**config.mk**
```make
export PLATFORM = sky130hd
export DESIGN_NAME = sprite_compositor
export DESIGN_NICKNAME = d
export VERILOG_FILES = /design/src/rtl/sprite_compositor.sv
export SDC_FILE = /design/constraint.sdc
export NUM_CORES = 2
export LEC_CHECK = 0
export ABC_AREA = 1
export CELL_PAD_IN_SITES_DETAIL_PLACEMENT = 1
export CELL_PAD_IN_SITES_GLOBAL_PLACEMENT = 1
export CORE_AREA = 2 2 342 344
export CTS_BUF_LIST = sky130_fd_sc_hd__clkbuf_2
export DETAILED_ROUTE_END_ITERATION = 8
export DIE_AREA = 0 0 344 346
export GPL_TIMING_DRIVEN = 1
export PLACE_DENSITY = 0.69
export SYNTH_ARGS = -nofsm -noshare
export SYNTH_HDL_FRONTEND = slang
export SYNTH_SLANG_ARGS = --single-unit
```
**constraint.sdc**
```tcl
create_clock -name Clk -period 2.4 [get_ports Clk]
set_clock_uncertainty 0.1 [all_clocks]
set_input_delay 0.72 -clock Clk [delete_from_list [all_inputs] [get_ports Clk]]
set_output_delay 0.72 -clock Clk [all_outputs]
set_load 0.03 [all_outputs]
```
**src/rtl/sprite_compositor.sv**
```systemverilog
// Pipelined sprite compositor: priority-encoded sprite hit, shared sprite RAM fetch, colour-keyed output.
// Optional sticky per-slot overlap flags when SPRITE_COLLISION_EN is defined.
module sprite_compositor #(
  parameter int unsigned NUM_SPRITES = 13,
  parameter int unsigned COORD_W     = 10,
  parameter int unsigned ADDR_W      = 19,
  parameter int unsigned COLOR_W     = 24,
  parameter int unsigned RAM_LAT     = 1,
  parameter logic [COLOR_W-1:0] TRANSPARENT = 24'hFF00FF,
  parameter logic [COLOR_W-1:0] BG_COLOR    = 24'h000000,
  parameter logic [COLOR_W-1:0] SOLID_COLOR = 24'hFFFF00
) (
  input  logic                           Clk,
  input  logic                           Reset,
  input  logic                           pixel_valid,
  input  logic [COORD_W-1:0]             DrawX,
  input  logic [COORD_W-1:0]             DrawY,
  input  logic [NUM_SPRITES*COORD_W-1:0] sprite_x,
  input  logic [NUM_SPRITES*COORD_W-1:0] sprite_y,
  input  logic [NUM_SPRITES*COORD_W-1:0] sprite_w,
  input  logic [NUM_SPRITES*COORD_W-1:0] sprite_h,
  input  logic [NUM_SPRITES*ADDR_W-1:0]  sprite_base,
  input  logic [NUM_SPRITES-1:0]         sprite_en,
  input  logic [NUM_SPRITES-1:0]         sprite_solid,
  input  logic                           frame_start,
  output logic [ADDR_W-1:0]              rom_addr,
  input  logic [COLOR_W-1:0]             rom_data,
  output logic [7:0]                     Red,
  output logic [7:0]                     Green,
  output logic [7:0]                     Blue,
  output logic                           pixel_valid_out,
`ifdef SPRITE_COLLISION_EN
  output logic [NUM_SPRITES-1:0]         collision,
`endif
  output logic [$clog2(NUM_SPRITES+1)-1:0] hit_idx
);

  localparam int unsigned IDX_W = $clog2(NUM_SPRITES + 1);
  localparam int unsigned PW    = ((2 * COORD_W > ADDR_W) ? 2 * COORD_W : ADDR_W) + 1;
  localparam logic [IDX_W-1:0] NONE = IDX_W'(NUM_SPRITES);

  logic [NUM_SPRITES-1:0] covered;
  logic                   win_found;
  logic [IDX_W-1:0]       win_idx;
  logic                   win_solid;
  logic [COORD_W-1:0]     win_x, win_y, win_w;
  logic [ADDR_W-1:0]      win_base;
  logic [COORD_W-1:0]     dx, dy;
  logic [PW-1:0]          addr_full;
  logic [ADDR_W-1:0]      next_addr;

  // Edge sums are one bit wider so a sprite hanging off the right/bottom edge never wraps to 0.
  always_comb begin
    covered = '0;
    for (int unsigned i = 0; i < NUM_SPRITES; i++) begin
      logic [COORD_W:0] x0, y0, x1, y1, px, py;
      x0 = {1'b0, sprite_x[i*COORD_W +: COORD_W]};
      y0 = {1'b0, sprite_y[i*COORD_W +: COORD_W]};
      x1 = x0 + {1'b0, sprite_w[i*COORD_W +: COORD_W]};
      y1 = y0 + {1'b0, sprite_h[i*COORD_W +: COORD_W]};
      px = {1'b0, DrawX};
      py = {1'b0, DrawY};
      covered[i] = sprite_en[i]
                && (sprite_w[i*COORD_W +: COORD_W] != '0)
                && (sprite_h[i*COORD_W +: COORD_W] != '0)
                && (px >= x0) && (px < x1)
                && (py >= y0) && (py < y1);
    end
  end

  always_comb begin
    win_found = 1'b0;
    win_idx   = NONE;
    win_solid = 1'b0;
    win_x     = '0;
    win_y     = '0;
    win_w     = '0;
    win_base  = '0;
    for (int unsigned i = 0; i < NUM_SPRITES; i++) begin
      if (covered[i] && !win_found) begin
        win_found = 1'b1;
        win_idx   = IDX_W'(i);
        win_solid = sprite_solid[i];
        win_x     = sprite_x[i*COORD_W +: COORD_W];
        win_y     = sprite_y[i*COORD_W +: COORD_W];
        win_w     = sprite_w[i*COORD_W +: COORD_W];
        win_base  = sprite_base[i*ADDR_W +: ADDR_W];
      end
    end
    dx        = DrawX - win_x;
    dy        = DrawY - win_y;
    addr_full = PW'(win_base) + PW'(dy) * PW'(win_w) + PW'(dx);
    next_addr = (win_found && !win_solid) ? addr_full[ADDR_W-1:0] : '0;
  end

  // Stage k of the tag pipeline lines up with rom_data at k == RAM_LAT.
  logic [RAM_LAT:0] pv;
  logic [RAM_LAT:0] psolid;
  logic [IDX_W-1:0] pidx [RAM_LAT+1];

  always_ff @(posedge Clk or negedge Reset) begin
    if (!Reset) begin
      rom_addr <= '0;
      pv       <= '0;
      psolid   <= '0;
      for (int unsigned k = 0; k <= RAM_LAT; k++) pidx[k] <= NONE;
    end else begin
      rom_addr  <= next_addr;
      pv[0]     <= pixel_valid;
      psolid[0] <= win_solid;
      pidx[0]   <= win_idx;
      for (int unsigned k = 1; k <= RAM_LAT; k++) begin
        pv[k]     <= pv[k-1];
        psolid[k] <= psolid[k-1];
        pidx[k]   <= pidx[k-1];
      end
    end
  end

  logic [COLOR_W-1:0] rgb;

  always_ff @(posedge Clk or negedge Reset) begin
    if (!Reset) begin
      rgb             <= '0;
      pixel_valid_out <= 1'b0;
      hit_idx         <= NONE;
    end else if (!pv[RAM_LAT]) begin
      rgb             <= '0;
      pixel_valid_out <= 1'b0;
      hit_idx         <= NONE;
    end else begin
      pixel_valid_out <= 1'b1;
      hit_idx         <= pidx[RAM_LAT];
      if (pidx[RAM_LAT] == NONE)        rgb <= BG_COLOR;
      else if (psolid[RAM_LAT])         rgb <= SOLID_COLOR;
      else if (rom_data == TRANSPARENT) rgb <= BG_COLOR;
      else                              rgb <= rom_data;
    end
  end

  assign Red   = rgb[COLOR_W-1 -: 8];
  assign Green = rgb[COLOR_W-9 -: 8];
  assign Blue  = rgb[COLOR_W-17 -: 8];

`ifdef SPRITE_COLLISION_EN
  logic [NUM_SPRITES-1:0] overlap;
  logic [NUM_SPRITES-1:0] povl [RAM_LAT+1];

  // covered & (covered-1) is nonzero exactly when two or more slots are covered.
  always_comb begin
    overlap = ((covered & (covered - 1'b1)) != '0) ? covered : '0;
  end

  always_ff @(posedge Clk or negedge Reset) begin
    if (!Reset) begin
      for (int unsigned k = 0; k <= RAM_LAT; k++) povl[k] <= '0;
      collision <= '0;
    end else begin
      povl[0] <= overlap;
      for (int unsigned k = 1; k <= RAM_LAT; k++) povl[k] <= povl[k-1];
      if (frame_start)       collision <= '0;
      else if (pv[RAM_LAT])  collision <= collision | povl[RAM_LAT];
    end
  end
`endif

endmodule

```
[Word-level counts from Yosys, hierarchy flattened]
Cells that the tools add are included.
Operators by class
  $lt $le $gt $ge: 52
  eq/ne operators: 2
  muxes and demuxes: 98
  reductions and logical operators: 130
  multipliers: 1
  add/sub/neg operators: 30
Operators with widths (count)
  2-to-1 mux 10 bit: 39
  adder 10 x 10 -> 11 bit: 26
  < comparator 10 x 11 -> 1 bit: 26
  2-to-1 mux 19 bit: 14
  >= comparator 10 bit: 26
  nonzero test 10 bit: 26
  2-to-1 mux 24 bit: 4
  logical AND 1 bit: 91
  2-to-1 mux 4 bit: 14
  2-to-1 mux 1 bit: 27
  equality test 24 bit, second input constant: 1
  subtractor 10 bit: 2
  adder 19 x 10 -> 19 bit: 1
  adder 19 bit: 1
  multiplier 10 x 10 -> 19 bit: 1
  logical NOT 1 bit: 13
  equality test 4 bit, second input constant: 1
Storage, ports and cells
  register bits: 60
  input bits: 841
  output and inout bits: 48

[Longest topological paths before layout]
  depth after elaboration: 49
  depth in mapped cells: 70

[Worst setup path before layout]
Ideal clock, no wire load.
  path kind: input to register
  from: input port sprite_y[2]
  to: register rom_addr[18]
  required time: 2.180 ns
  cell stages on the path: 58
  arrival: 10.103 ns
  slack: -7.923 ns
  cell sequence: ha_1 a21oi_1 inv_1 a31oi_1 o21ai_0 a21oi_1 o21bai_1 a21o_1 a21oi_1 xor2_1 ha_1 nand2_1 nand2_1 nand2_1 nand3_2 buf_4 nand3_1 nor2_1 (+22 left out) fa_1 fa_1 inv_1 fa_1 inv_1 ha_1 inv_1 o221ai_1 a2111oi_0 o21ai_0 xor2_1 inv_1 nand2_1 nand2_1 inv_1 nand2_1 nand2_1 nor2_2
On the way
  cells in the longest elaborated chain, start to end: 45
  elaborated cells on any way between the ends: 115
  those cells by class: add/sub (5); mul (1); order compare (2); mux (79); reduce/logical (28)
Ends and longest elaborated chain
  start: declaration: RTL line 19  | input logic [NUM_SPRITES*COORD_W-1:0] sprite_y,
  adder 10 x 10 -> 11 bit or >= comparator 10 bit (tied branches): RTL line 60, 67
  < comparator 10 x 11 -> 1 bit or logical AND 1 bit (tied branches): RTL line 67  | && (py >= y0) && (py < y1);
  logical AND 1 bit: RTL line 67
  2-to-1 mux 1 bit: RTL line 80  | if (covered[i] && !win_found) begin
  logical NOT 1 bit: RTL line 80
  logical AND 1 bit: RTL line 80
  2-to-1 mux 1 bit: RTL line 80
  logical NOT 1 bit: RTL line 80
  (+30 left out)
  logical AND 1 bit: RTL line 80
  2-to-1 mux 10 bit: RTL line 80
  subtractor 10 bit: RTL line 91  | dy = DrawY - win_y;
  multiplier 10 x 10 -> 19 bit: RTL line 92  | addr_full = PW'(win_base) + PW'(dy) * PW'(win_w) + PW'(dx);
  adder 19 bit: RTL line 92
  adder 19 x 10 -> 19 bit: RTL line 92
  2-to-1 mux 19 bit (*): RTL line 93  | next_addr = (win_found && !win_solid) ? addr_full[ADDR_W-1:0] : '0;
  named net next_addr[18]: RTL line 50  | logic [ADDR_W-1:0] next_addr;
  end signal: assignment: RTL line 108  | rom_addr <= next_addr;
  end: declaration: RTL line 26  | output logic [ADDR_W-1:0] rom_addr,
Mark *: on every way through the listed nets, which the timed path passes. The rest lies on a longest branch.

[Final worst setup path]
  from: input port sprite_x[7]
  to: register rom_addr[18]
On the way
  cells in the longest elaborated chain, start to end: 47
  elaborated cells on any way between the ends: 117
  those cells by class: add/sub (5); mul (1); order compare (2); mux (79); reduce/logical (30)
Ends and longest elaborated chain
  start: declaration: RTL line 18  | input logic [NUM_SPRITES*COORD_W-1:0] sprite_x,
  adder 10 x 10 -> 11 bit or >= comparator 10 bit (tied branches): RTL line 59, 66
  < comparator 10 x 11 -> 1 bit or logical AND 1 bit (tied branches): RTL line 66  | && (px >= x0) && (px < x1)
  logical AND 1 bit: RTL line 66
  logical AND 1 bit (2 in series): RTL line 67
  2-to-1 mux 1 bit: RTL line 80
  logical NOT 1 bit: RTL line 80
  logical AND 1 bit: RTL line 80
  2-to-1 mux 1 bit: RTL line 80
  (+31 left out)
  logical AND 1 bit: RTL line 80
  2-to-1 mux 10 bit: RTL line 80
  subtractor 10 bit: RTL line 91
  multiplier 10 x 10 -> 19 bit: RTL line 92
  adder 19 bit: RTL line 92
  adder 19 x 10 -> 19 bit: RTL line 92
  2-to-1 mux 19 bit (*): RTL line 93
  named net next_addr[18]: RTL line 50
Marked as above.

==> results.py <==
metrics = {
    "run_status": {
        "run_status": "finished, violations left",
        "violations": "negative setup slack",
    },
    "cts": {
        "root_buffer": "sky130_fd_sc_hd__clkbuf_2",
        "clk-insertion-delay-late_ps": 590,
        "clock_tree.buffer_depth": 2,
        "htree_levels": 3,
        "tritoncts.num_buffers": 9,
        "cts_sinks": 60,
        "tritoncts": "built",
        "clk_pin_slew_ps": 230,
    },
    "place": {
        "detailedPlace.worstSlack_ps": -9120,
        "placement.cell_area_um2": 54800,
        "place.detailed.instances": 8641,
        "portBuffers": 887,
        "detailedPlacementHpwl_um": 187000,
        "place_congestion": 0.985,
    },
    "timing": {
        "setup_repair_after_global_routing_missed_its_margin": "true",
        "achievable-frequency_mhz": 99.1,
        "final_worst_setup_slack_ps": -7700,
        "tightestPinTransition_ps": 786,
        "final-setup-viol-count": 24,
        "slew_headroom": 0.471,
        "layout_worst_path_cycle_share": 4.21,
        "maxSlewViolCount": 0,
        "final.min_clock_period_ps": 10100,
        "hold_violations": 0,
    },
    "setup_path": {
        "start_kind": "primary input",
        "critical_path_peak_fanout": 5,
        "worst-setup-path-type": "in2reg",
        "critPathRequiredTime_ps": 2800,
        "critPathLaunch": "sprite_x[7]",
        "r2r-start": "pidx[2]",
        "crit_path_frequent_cell": "sky130_fd_sc_hd__nand2_1",
        "cp_data_arrival_time_ps": 10500,
        "critical-path-max-stage-delay_ps": 550,
        "endpoint_kind": "register",
        "crit_path_top_delay_cell": "sky130_fd_sc_hd__fa_1",
    },
    "routing": {
        "vias": 46300,
        "avgRoutedWirePerCell_um": 24.9,
        "drtAntennaViolNets": 0,
        "routed_wl_um": 221000,
        "vias_per_cell": 5.23,
        "detail_route.first_pass.iterations": 5,
        "remaining_drc_errors": 0,
        "detail_route.iter0.violations": 2306,
    },
    "floorplan": {
        "floorplan.die.height_um": 346,
        "start_util": 0.289,
        "floorplan.core_area_um2": 115000,
        "die_area_um2": 119000,
        "die_width_um": 344,
        "floorplan.rows": 125,
        "top_level_ports": 889,
    },
    "grt": {
        "grt_use_met2": 0.589,
        "global_route_wire_length_before_repair_um": 306000,
        "global_route.peak_usage_layer": "met2",
        "grt_pass1_vias": 49100,
        "largest_net_degree_at_the_start_of_global_routing": 61,
        "initial_antenna_violation_count": 63,
        "grt.overflow.total": 0,
        "gr_util_all_layers": 0.345,
        "globalRouteMet3Util": 0.0653,
        "gr-usage-met1": 0.411,
    },
    "power_and_ir_drop": {
        "peakVddDrop_mv": 4.13,
        "power.internal_mw": 33.8,
        "total_leakage_power_nw": 31.1,
        "power_switching_share": 0.525,
        "p_comb_frac": 0.969,
        "power.clock.fraction": 0.009,
        "seq_power_share": 0.022,
        "power_density_nw_per_um2": 1190,
        "power_switching_mw": 37.4,
    },
    "logic_synthesis": {
        "seq_area_frac_synth": 0.0454,
        "async_flop_share": 1.00,
        "yosys.cell_count.top_type": "sky130_fd_sc_hd__nand2_1",
        "mappedNetlistNets": 6735,
        "number_of_unique_standard_cell_types_used_by_synthesis": 62,
        "number_of_enable_flip_flop_cells_after_synthesis": 0,
        "netlist_area_um2": 33300,
        "area_fraction_of_the_dominant_cell_type_after_synthesis": 0.307,
        "netlist_top_cells_count": "sky130_fd_sc_hd__nand2_1, sky130_fd_sc_hd__ha_1, sky130_fd_sc_hd__inv_1",
        "yosys_warnings": 0,
        "ys.flop_type": "sky130_fd_sc_hd__dfrtp_1",
        "yosys-top-cells-area": "sky130_fd_sc_hd__ha_1, sky130_fd_sc_hd__nand2_1, sky130_fd_sc_hd__inv_1",
        "synth-seq-cells": 60,
        "syn-mean-instance-area_um2": 6.72,
        "synthesis.instances": 4957,
        "yosysTopAreaCell": "sky130_fd_sc_hd__ha_1",
    },
    "final_layout": {
        "final_layout_size_suffix_gt1_frac": 0.317,
        "areaGrowthSynthToFinish_pct": 79.8,
        "design.final.nets": 9060,
        "stdcell_area_um2": 59900,
        "finish.cell_count_without_fillers": 8861,
    },
    "flow_run": {
        "max_cap_violations": 0,
    },
    "hold_path": {
        "hold_start": "pidx[7]",
        "timing.hold.worst.class": "reg2reg",
    },
}
==> layout by cell type, fill, tap and decap left out, drive strengths merged, types with 4 or more instances in the layout <==
cell,count
buf,1535
nand2,982
ha,819
inv,796
clkdlybuf4s50,611
a21oi,501
nor2,398
nand3,216
o21ai,214
xor2,161
fa,118
nand4,115
dlymetal6s2s,93
clkbuf,85
xnor2,80
dlygate4sd2,64
nor4,54
o21bai,53
dfrtp,51
diode,50
nor3,44
a21o,41
a31oi,31
o22ai,29
o211ai,25
a211oi,21
o2111ai,20
o221ai,19
o21a,16
clkdlybuf4s15,13
o31ai,10
dfstp,9
a21boi,9
or2,9
nand3b,7
o311ai,7
clkinv,6
a221oi,4
a41oi,4
==> path summary, 6_finish.rpt <==
check	end	slack [ps]	depth (start not counted)
min in group asynchronous	rgb[2]	560	3
hold reg to reg	pidx[3]	260	0
hold / removal	pidx[3]	260	0
setup / recovery	rom_addr[18]	-7700	64
max in group asynchronous	pidx[4]	1270	3
setup reg to reg	rgb[21]	710	5
==> layer usage <==
metal / wire (µm) / up-vias
met5: 223 / -
met4: 14500 / 32
met3: 15000 / 606
met2: 103000 / 1675
met1: 88200 / 22500
li1: - / 21500
==> per-stage QoR <==
step	power (mW)	utilization	setup TNS, ps	hold WS, ps
finish	71.2	0.519	-132590	257
global route	76.7	0.519	-139940	274
CTS	65.6	0.500	-131830	269
detailed placement	57.0	0.475	-167450	243
global placement	55.3	0.475	-162990	232
floorplan	31.6	-	-122450	231
==> what timing repair did <==
action / in CTS / in global routing
hold buffers: 1 / 0
endpoints found under the hold margin: 3 / 0
gates cloned: 3 / 1
gates resized for setup: 690 / 677
pin swaps: 217 / 386
setup endpoints to repair: 71 / 28
buffers inserted: 101 / 78
==> power groups by stage <==
stage	combinational [mW]	clock (mW)	sequential [mW]
after CTS	63.4	0.645	1.56
after global placement	53.8	0	1.56
final	69.0	0.627	1.56
after global routing	74.4	0.696	1.57
after floorplan	29.6	0	1.99
after detailed placement	55.5	0	1.57
==> registers in the layout, summed over array words and instances (netlist names) <==
signal and cells:
rgb 24, rom_addr 19, pidx 8, hit_idx 4, psolid 2, pv 2
pixel_valid_out 1
==> kinds of logic (layout without fill, tap and decap cells) <==
logic type,after synthesis,after routing,synth area share
and+or+nand+nor,1830,1830,0.235
AOI/OAI and AO/OA,1012,1012,0.175
DFF,60,60,0.0454
other,0,50,0
xor gates and xnor gates,241,241,0.0633
buffers and inverters,877,3207,0.103
adders and majority gates,937,937,0.378
==> layout make-up <==
class	count	area, µm²
fillers	14400	55500
multi-input cells	4020	32200
repair buffers	2395	21100
inverters	796	3030
well taps	1524	1910
flip-flops and latches	60	1510
diodes	50	125
clock inverters	7	52.6
clock buffers	9	45.0
==> critical path, delay by kind of cell <==
family / cells / cell delay (ps)
AO/OA/AOI/OAI: 21 / 2740
adder cells (fa/ha/maj): 9 / 3450
buffers and inverters: 12 / 1490
AND/OR/NAND/NOR: 19 / 1410
XOR/XNOR: 3 / 600
Note: power is estimated with default switching activity, not from simulation.
